<file path="src/rtl/ddr_burst_data.sv">
// DDR data-phase engine: queues CAS-issued commands and, on each rw_rdy pulse,
// runs one BL-beat write (drive DQ/DQS) or read (capture DQ, return line) burst.
module ddr_burst_data #(
  parameter int unsigned DQ_W  = 8,
  parameter int unsigned BL    = 8,
  parameter int unsigned DEPTH = 4,
  parameter int unsigned TAG_W = 4
) (
  input  logic                      clock_t,
  input  logic                      reset,
  input  logic                      cmd_push,
  input  logic [1:0]                cmd_rw,
  input  logic [TAG_W-1:0]          cmd_tag,
  input  logic [BL*DQ_W-1:0]        cmd_wdata,
  input  logic                      rw_rdy,
  input  logic [DQ_W-1:0]           dq_in,
  output logic [DQ_W-1:0]           dq_out,
  output logic                      dq_oe,
  output logic                      dqs_t,
  output logic                      rd_valid,
  output logic [BL*DQ_W-1:0]        rd_data,
  output logic [TAG_W-1:0]          rd_tag,
  output logic                      burst_done,
  output logic [$clog2(DEPTH):0]    q_count,
  output logic                      q_full,
  output logic                      err_overflow,
  output logic                      err_underrun,
  output logic                      err_collision
);

  localparam int unsigned PW = (DEPTH > 1) ? $clog2(DEPTH) : 1;
  localparam int unsigned BW = $clog2(BL);
  localparam int unsigned CW = $clog2(DEPTH) + 1;

  typedef logic [BL-1:0][DQ_W-1:0] line_t;
  typedef enum logic [1:0] {IDLE, WRITE, READ} state_t;

  logic [1:0]       rw_mem  [DEPTH];
  logic [TAG_W-1:0] tag_mem [DEPTH];
  line_t            wd_mem  [DEPTH];

  logic [PW-1:0]    wr_ptr_q, wr_ptr_d, rd_ptr_q, rd_ptr_d;
  logic [CW-1:0]    count_q, count_d;
  state_t           state_q, state_d;
  logic [BW-1:0]    beat_q, beat_d;
  line_t            cur_wd_q, cur_wd_d;
  logic [TAG_W-1:0] cur_tag_q, cur_tag_d;
  line_t            asm_q, asm_d;

  logic [DQ_W-1:0]  dq_out_q, dq_out_d;
  logic             dq_oe_q, dq_oe_d, dqs_q, dqs_d, done_q, done_d;
  logic             rd_valid_q, rd_valid_d;
  line_t            rd_data_q, rd_data_d;
  logic [TAG_W-1:0] rd_tag_q, rd_tag_d;
  logic             ovf_q, ovf_d, und_q, und_d, col_q, col_d;

  logic empty, full, last_beat, pop, push_ok;

  function automatic logic [PW-1:0] ptr_inc(input logic [PW-1:0] p);
    return (p == PW'(DEPTH - 1)) ? '0 : p + 1'b1;
  endfunction

  always_comb begin
    empty     = (count_q == '0);
    full      = (count_q == CW'(DEPTH));
    last_beat = (state_q != IDLE) && (beat_q == BW'(BL - 1));
    pop       = rw_rdy && !empty && ((state_q == IDLE) || last_beat);
    // A pop in the same cycle frees the slot, so a push into a full queue is kept.
    push_ok   = cmd_push && (!full || pop);

    wr_ptr_d = push_ok ? ptr_inc(wr_ptr_q) : wr_ptr_q;
    rd_ptr_d = pop     ? ptr_inc(rd_ptr_q) : rd_ptr_q;
    unique case ({push_ok, pop})
      2'b10:   count_d = count_q + 1'b1;
      2'b01:   count_d = count_q - 1'b1;
      default: count_d = count_q;
    endcase

    ovf_d = ovf_q | (cmd_push && full && !pop);
    und_d = und_q | (rw_rdy && empty);
    col_d = col_q | (rw_rdy && (state_q != IDLE) && !last_beat);
  end

  always_comb begin
    state_d   = state_q;
    beat_d    = beat_q;
    cur_wd_d  = cur_wd_q;
    cur_tag_d = cur_tag_q;
    if (pop) begin
      state_d   = (rw_mem[rd_ptr_q] == 2'b10) ? WRITE : READ;
      beat_d    = '0;
      cur_wd_d  = wd_mem[rd_ptr_q];
      cur_tag_d = tag_mem[rd_ptr_q];
    end else if (state_q != IDLE) begin
      if (last_beat) begin
        state_d = IDLE;
        beat_d  = '0;
      end else begin
        beat_d = beat_q + 1'b1;
      end
    end

    // Pin outputs are registered from the next-beat state.
    dq_oe_d  = (state_d == WRITE);
    dq_out_d = (state_d == WRITE) ? cur_wd_d[beat_d] : '0;
    dqs_d    = (state_d != IDLE) && !beat_d[0];
    done_d   = (state_d != IDLE) && (beat_d == BW'(BL - 1));

    asm_d = asm_q;
    if (state_q == READ) asm_d[beat_q] = dq_in;
    rd_valid_d = (state_q == READ) && last_beat;
    rd_data_d  = rd_valid_d ? asm_d     : rd_data_q;
    rd_tag_d   = rd_valid_d ? cur_tag_q : rd_tag_q;
  end

  always_ff @(posedge clock_t) begin
    if (!reset && push_ok) begin
      rw_mem[wr_ptr_q]  <= cmd_rw;
      tag_mem[wr_ptr_q] <= cmd_tag;
      wd_mem[wr_ptr_q]  <= cmd_wdata;
    end
  end

  always_ff @(posedge clock_t) begin
    if (reset) begin
      wr_ptr_q   <= '0;
      rd_ptr_q   <= '0;
      count_q    <= '0;
      state_q    <= IDLE;
      beat_q     <= '0;
      cur_wd_q   <= '0;
      cur_tag_q  <= '0;
      asm_q      <= '0;
      dq_out_q   <= '0;
      dq_oe_q    <= 1'b0;
      dqs_q      <= 1'b0;
      done_q     <= 1'b0;
      rd_valid_q <= 1'b0;
      rd_data_q  <= '0;
      rd_tag_q   <= '0;
      ovf_q      <= 1'b0;
      und_q      <= 1'b0;
      col_q      <= 1'b0;
    end else begin
      wr_ptr_q   <= wr_ptr_d;
      rd_ptr_q   <= rd_ptr_d;
      count_q    <= count_d;
      state_q    <= state_d;
      beat_q     <= beat_d;
      cur_wd_q   <= cur_wd_d;
      cur_tag_q  <= cur_tag_d;
      asm_q      <= asm_d;
      dq_out_q   <= dq_out_d;
      dq_oe_q    <= dq_oe_d;
      dqs_q      <= dqs_d;
      done_q     <= done_d;
      rd_valid_q <= rd_valid_d;
      rd_data_q  <= rd_data_d;
      rd_tag_q   <= rd_tag_d;
      ovf_q      <= ovf_d;
      und_q      <= und_d;
      col_q      <= col_d;
    end
  end

  assign dq_out        = dq_out_q;
  assign dq_oe         = dq_oe_q;
  assign dqs_t         = dqs_q;
  assign burst_done    = done_q;
  assign rd_valid      = rd_valid_q;
  assign rd_data       = rd_data_q;
  assign rd_tag        = rd_tag_q;
  assign q_count       = count_q;
  assign q_full        = full;
  assign err_overflow  = ovf_q;
  assign err_underrun  = und_q;
  assign err_collision = col_q;

endmodule

</file>
<file path="config.mk">
export PLATFORM = sky130hd
export DESIGN_NAME = ddr_burst_data
export DESIGN_NICKNAME = d
export VERILOG_FILES = /design/src/rtl/ddr_burst_data.sv
export SDC_FILE = /design/constraint.sdc
export NUM_CORES = 1
export LEC_CHECK = 0
export ABC_AREA = 1
export CORE_UTILIZATION = 60
export CTS_BUF_LIST = sky130_fd_sc_hd__clkbuf_4 sky130_fd_sc_hd__clkbuf_8
export DETAILED_ROUTE_END_ITERATION = 10
export GPL_TIMING_DRIVEN = 0
export PLACE_DENSITY_LB_ADDON = 0.05
export SLEW_MARGIN = 10
export SYNTH_ARGS = -nofsm -noshare
export SYNTH_HDL_FRONTEND = slang
export SYNTH_SLANG_ARGS = --single-unit
</file>
<file path="constraint.sdc">
create_clock -name clock_t -period 7.3 [get_ports clock_t]
set_clock_uncertainty 0.1 [all_clocks]
set_input_delay 1.46 -clock clock_t [delete_from_list [all_inputs] [get_ports clock_t]]
set_output_delay 1.46 -clock clock_t [all_outputs]
set_load 0.1 [all_outputs]
</file>
* Yosys cells after proc, flatten, opt, wreduce, memory -nomap -nowiden
Memories as Yosys holds them, arrays and structs flattened. A register that Yosys moved wholly into a read port is not among the register bits.
Index checks and enable logic that the tools add are counted.
** Storage, ports and cells
- Output and inout bits :: 87
- Input bits :: 82
- Memory bits (writable) :: 280
- Memories :: 3
- Flip-flop bits (word level) :: 223
** Memories
- wd_mem :: depth 4, width 64, rd ports 1, clocked after Yosys merged registers in 1, wr ports 1, RTL line 40 : line_t wd_mem [DEPTH];
- tag_mem :: depth 4, width 4, rd ports 1, clocked after Yosys merged registers in 1, wr ports 1, RTL line 39 : logic [TAG_W-1:0] tag_mem [DEPTH];
- rw_mem :: depth 4, width 2, rd ports 1, clocked after Yosys merged registers in 1, wr ports 1, RTL line 38 : logic [1:0] rw_mem [DEPTH];
** Operators by class
- Reduce and logical (&&, ||, !) cells :: 28
- Add/subtract/negate cells :: 5
- Order comparisons :: 3
- Bitwise logic cells :: 4
- Eq/ne operators :: 10
- Mux-type cells :: 23
** Operators by type and width (count)
- 2-to-1 mux 64 bit :: 2
- bitwise mux 64 bit :: 1
- binary-select mux 8 bit (select 3 bit) :: 1
- demux 8 bit (select 3 bit) :: 1
- 2-to-1 mux 2 bit :: 10
- 2-to-1 mux 8 bit :: 2
- logical AND 1 bit :: 14
- equality test 2 bit, second input constant :: 5
- equality test 3 bit, second input constant :: 3
- 2-to-1 mux 3 bit :: 3
- < comparator 3 x 4 -> 1 bit, second input constant :: 2
- adder 3 x 1 -> 3 bit, second input constant :: 2
- logical NOT 1 bit :: 6
- one-hot mux 3 bit (2 select lines) :: 1
- nonzero test 2 bit :: 3
- adder 2 x 1 -> 2 bit, second input constant :: 2
- equality test 2 x 1 -> 1 bit, second input constant :: 2
- >= comparator 3 x 1 -> 1 bit, second input constant :: 1
- logical NOT 3 bit :: 1
- bitwise OR 1 bit :: 3
- subtractor 3 x 1 -> 3 bit, second input constant :: 1
- logical NOT 2 bit :: 1
- logical OR 1 bit :: 2
- 2-to-1 mux 1 bit :: 2
- other kinds (2) :: 2

* Logic depth before layout (Yosys ltp)
- Depth after elaboration :: 9
- Mapped depth :: 15
- Gate-level depth less buffers :: 12

* Worst setup path before layout
OpenSTA, ideal clock, no wires.
- Kind :: register -> register
- Start point :: register count_q[0] (netlist: q_count[0])
- End point :: memory rw_mem[0][0] (enable)
- Required time :: 6701 ps
- Cell stages (with the launch flop) :: 5
- Slack :: 1356 ps
- Data arrival time :: 5346 ps
- Clock period less this slack :: 5944 ps
- Library setup time :: 499 ps
- Cell sequence :: dfxtp_1 -> nor3_1 -> a21oi_1 -> nand2_1 -> nor2_1
** RTL lines
- start: declaration :: RTL line 43 : logic [CW-1:0] count_q, count_d;
- start signal: assignment :: RTL line 147 : count_q <= count_d;
- equality test 3 bit :: RTL line 65 : full = (count_q == CW'(DEPTH));
- net q_full :: RTL line 25 : output logic q_full,
- logical NOT 1 bit :: RTL line 69 : push_ok = cmd_push && (!full || pop);
- logical OR 1 bit :: RTL line 69
- logical AND 1 bit :: RTL line 69
- logical AND 1 bit :: RTL line 117 : if (!reset && push_ok) begin
- 2-to-1 mux 1 bit :: RTL line 117
- 2-to-1 mux 1 bit (implied by the code) :: RTL line 118 : rw_mem[wr_ptr_q] <= cmd_rw;
- end: declaration :: RTL line 38
The timed path passes the listed nets, and every way through them passes these cells.

* Final worst setup path
- Start point :: register count_q[2] (netlist: q_count[2])
- End point :: output q_full
** Between the ends
- Cells in the longest elaborated chain, start to end :: 1
** RTL lines (RTL line)
- equality test 3 bit :: 65
- end: declaration :: 25
Every way passes these cells.

==> flow_summary.rst <==
.. list-table::
   :header-rows: 1

   * - Metric
     - Value
   * - Unrepaired setup endpoints after global routing
     - no
   * - Worst slew pin tran
     - 1.04 ns
   * - DR vias
     - 15.3k
   * - Setup Fix Bufs, Post-CTS
     - 0
   * - Max Clk Rate
     - 228 MHz
   * - Outcome
     - finished, final reports clean
   * - Class of the most critical setup path
     - reg -> out
   * - Share of the clock period used by the worst path after layout
     - 60.2%
   * - CTS buffer count
     - 81
   * - Number of I/O pins
     - 169
   * - GRT Util Overall
     - 31.2%
   * - Die Area
     - 33800 sq um
   * - Top library cells by usage in the layout, fill and taps aside
     - sky130_fd_sc_hd__nor2_1, sky130_fd_sc_hd__nand2_1, sky130_fd_sc_hd__edfxtp_1
   * - Flop and latch count out of synthesis
     - 509
   * - Max FO, Critical Path
     - 5
   * - DRC errors left
     - 0
   * - Number of core rows
     - 66
   * - Root buffer selected by CTS
     - sky130_fd_sc_hd__clkbuf_8
   * - Detail Placement HPWL
     - 36200 microns
   * - CTS-repair resized insts
     - 0
   * - Post-synthesis sequential area ratio
     - 65.4%
   * - Classification of the worst-slack hold path
     - reg -> reg
   * - Clock sinks
     - 509
   * - Max Buffers Root-to-Sink
     - 3
   * - Yosys synthesis warning count
     - 0
   * - Global-route wire length before repair
     - 79400 microns
   * - Worst voltage drop across the vdd grid
     - 0.240 mV
   * - Remaining antenna violation count
     - 0
   * - Power per cell area
     - 313 nW/um^2
   * - Initial DRC Count
     - 1298
   * - Min Tclk post-route
     - 4.39 ns
   * - Number of vias per cell after detailed routing
     - 5.46
   * - Pin count of the biggest net entering global routing
     - 26
   * - Post-CTS Hold Fix Bufs
     - 0
   * - Launching element type of the critical path
     - flop
   * - Count of maximum capacitance violations
     - 0
   * - Proportion of layout cells with a drive suffix above 1
     - 10.0%
   * - H-tree depth
     - 3
   * - Placer congestion estimate
     - 0.961
   * - Final sum of negative setup slack
     - 0 ns
   * - Switching share of power
     - 32.2%
   * - Antenna cell count
     - 0
   * - FILL cells
     - 2445
   * - Synth Net Count
     - 2126
   * - Core region area
     - 32500 sq um
   * - Average wire per standard cell
     - 18.4 microns
   * - Final #Nets
     - 2389
   * - Capturing element type of the critical path
     - primary output
   * - Worst path arrival time
     - 2.83 ns
   * - Number of distinct standard cells referenced by the synthesized netlist
     - 37
   * - Area of the mapped netlist
     - 19900 sq um
   * - Slew margin rel.
     - 30.7%
   * - Total leakage power
     - 9.40 nW
   * - Clock network latency to the later pin of the worst-skew pair
     - 0.63 ns
   * - Initial core utilization
     - 61.1%
   * - Final Setup Violations
     - 0
   * - Wire length after detailed routing
     - 51700 microns
   * - Final total power
     - 7.52 mW
   * - Most common cell after layout, fill and taps aside
     - sky130_fd_sc_hd__nor2_1
   * - Total gr overflow
     - 0
   * - Number of antenna violations at the first check in global routing
     - 0
   * - CTS tree
     - done
   * - Hold violation total from the final report
     - 0
   * - First-pass iteration count of the detailed router
     - 5
   * - Instance count of the mapped netlist
     - 2036
   * - Switching pwr
     - 2.42 mW
   * - Number of buffers added on ports
     - 167
   * - Worst path required time
     - 5.74 ns
   * - Final Max Tran Viols
     - 0
   * - Die boundary height
     - 184 microns
   * - Clock-pin slew of the registers on the worst-case setup and hold paths
     - 0.07 ns
   * - Die width
     - 184 microns
   * - Syn avg cell area
     - 9.76 sq um
   * - Design internal power
     - 5.10 mW
   * - Fraction of power consumed by sequential logic
     - 44.3%
   * - P&R area growth vs syn
     - 21.1%
   * - Vias in the first global route
     - 14.8k
   * - Clk pwr share
     - 32.2%
   * - Logic pwr share
     - 23.6%
==> routing by layer <==
layer	GRT usage (%)	vias to the layer above	part of all wire, %
li1	-	7315	-
met1	38.9	7215	41
met2	53.1	642	49
met3	5.09	126	6.9
met4	14.9	0	3.9
met5	0	-	0
==> state kept, by name, summed over array words and instances (netlist names), named ones only <==
signal	count
asm_q	64
dq_oe	1
wr_ptr_q	2
rw_mem	8
rd_tag	4
tag_mem	16
beat_q	3
err_overflow	1
rd_valid	1
err_collision	1
dq_out	8
cur_wd_q	64
burst_done	1
state_q	2
err_underrun	1
cur_tag_q	4
rd_data	64
dqs_t	1
rd_ptr_q	2
wd_mem	256
q_count	3
==> cell type report <==
type	count	area [sq um]	area share [%]
Timing Repair Buffer	180	1970	8.19
Sequential cell	509	13000	54.0
Clock buffer	135	1580	6.58
Tap cell	442	553	2.30
Inverter	197	739	3.07
Multi-Input combinational cell	1209	5610	23.3
Clock inverter	10	51.3	0.213
Buffer	121	559	2.33
==> path summary, 6_finish.rpt <==
check / endpoint / slack [ns] / from / cells after the start
min: cur_wd_q[26] / 0.36 / cur_wd_q[26] / 2
max reg2reg: wd_mem[1][15] / 3.53 / beat_q[0] / 13
min reg2reg: cur_wd_q[26] / 0.36 / cur_wd_q[26] / 2
max: q_full / 2.91 / q_count[2] / 3
==> cell usage after synthesis <==
master                     number  share of area [%]
sky130_fd_sc_hd__nor2_4         3               0.17
sky130_fd_sc_hd__buf_1          8               0.15
sky130_fd_sc_hd__o21ai_0      205                5.2
sky130_fd_sc_hd__fa_1           1               0.10
sky130_fd_sc_hd__o221ai_1      15               0.66
sky130_fd_sc_hd__buf_2         47                1.2
sky130_fd_sc_hd__a21oi_1      126                3.2
sky130_fd_sc_hd__nand3_2        1              0.050
sky130_fd_sc_hd__buf_4          6               0.23
sky130_fd_sc_hd__ha_1           7               0.44
sky130_fd_sc_hd__a31oi_1        1              0.032
sky130_fd_sc_hd__nand4_1       33                1.0
sky130_fd_sc_hd__clkbuf_1      56                1.1
sky130_fd_sc_hd__o21a_1        32                1.2
sky130_fd_sc_hd__o32ai_1        4               0.18
sky130_fd_sc_hd__nor3_2         1              0.050
sky130_fd_sc_hd__nand2_1      325                6.1
sky130_fd_sc_hd__o211ai_1       1              0.038
sky130_fd_sc_hd__nand3b_1       1              0.038
sky130_fd_sc_hd__nor4_1         1              0.032
sky130_fd_sc_hd__nand2_2        6               0.19
sky130_fd_sc_hd__nor2_1       367                6.9
sky130_fd_sc_hd__dfxtp_1      229                 23
sky130_fd_sc_hd__edfxtp_1     280                 42
sky130_fd_sc_hd__inv_2          5              0.094
sky130_fd_sc_hd__nand3_1       44                1.1
sky130_fd_sc_hd__nor3_1         1              0.025
sky130_fd_sc_hd__clkinv_1       2              0.038
sky130_fd_sc_hd__o22ai_2        1              0.063
sky130_fd_sc_hd__o22ai_1        2              0.063
sky130_fd_sc_hd__nor3_4         3               0.25
sky130_fd_sc_hd__buf_6          3               0.17
sky130_fd_sc_hd__inv_1        190                3.6
sky130_fd_sc_hd__a32o_1         8               0.40
sky130_fd_sc_hd__a211oi_1       1              0.038
sky130_fd_sc_hd__clkbuf_2       1              0.025
sky130_fd_sc_hd__o21ai_1       19               0.48
==> stage by stage <==
stage	cells	hold WS (ns)	utilization, %	cell area (sq um)	setup slack, ns
6_report	2803	0.363	73.9	24100	2.91
5_1_grt	2803	0.383	73.9	24100	2.91
4_1_cts	2803	0.365	73.9	24100	2.92
3_5_place_dp	2658	0.358	68.9	22400	2.80
3_3_place_gp	2645	0.351	67.9	22100	-1.49
2_1_floorplan	2036	0.336	-	19900	1.36
==> critical path, stage by stage, from the launching register on <==
cell                              delay [ns]
sky130_fd_sc_hd__dfxtp_1                0.38
sky130_fd_sc_hd__inv_1                  0.12
sky130_fd_sc_hd__nor3_1                 0.46
sky130_fd_sc_hd__clkdlybuf4s50_1        1.24
==> power by group through the flow <==
stage,clock [mW],combinational (mW),sequential [mW]
3_3_place_gp,0,1.68,3.39
2_1_floorplan,0,1.04,3.46
3_5_place_dp,0,1.74,3.38
6_report,2.42,1.77,3.33
5_1_grt,2.58,1.92,3.34
4_1_cts,2.45,1.75,3.32
==> logic make-up after synthesis <==
family          share of synthesized area (%)
compound gates                           11.5
fa+ha+maj                               0.542
buf+inv                                  6.54
flops                                    65.4
simple gates                             16.0
No activity file was read; power rests on OpenSTA's default activity.
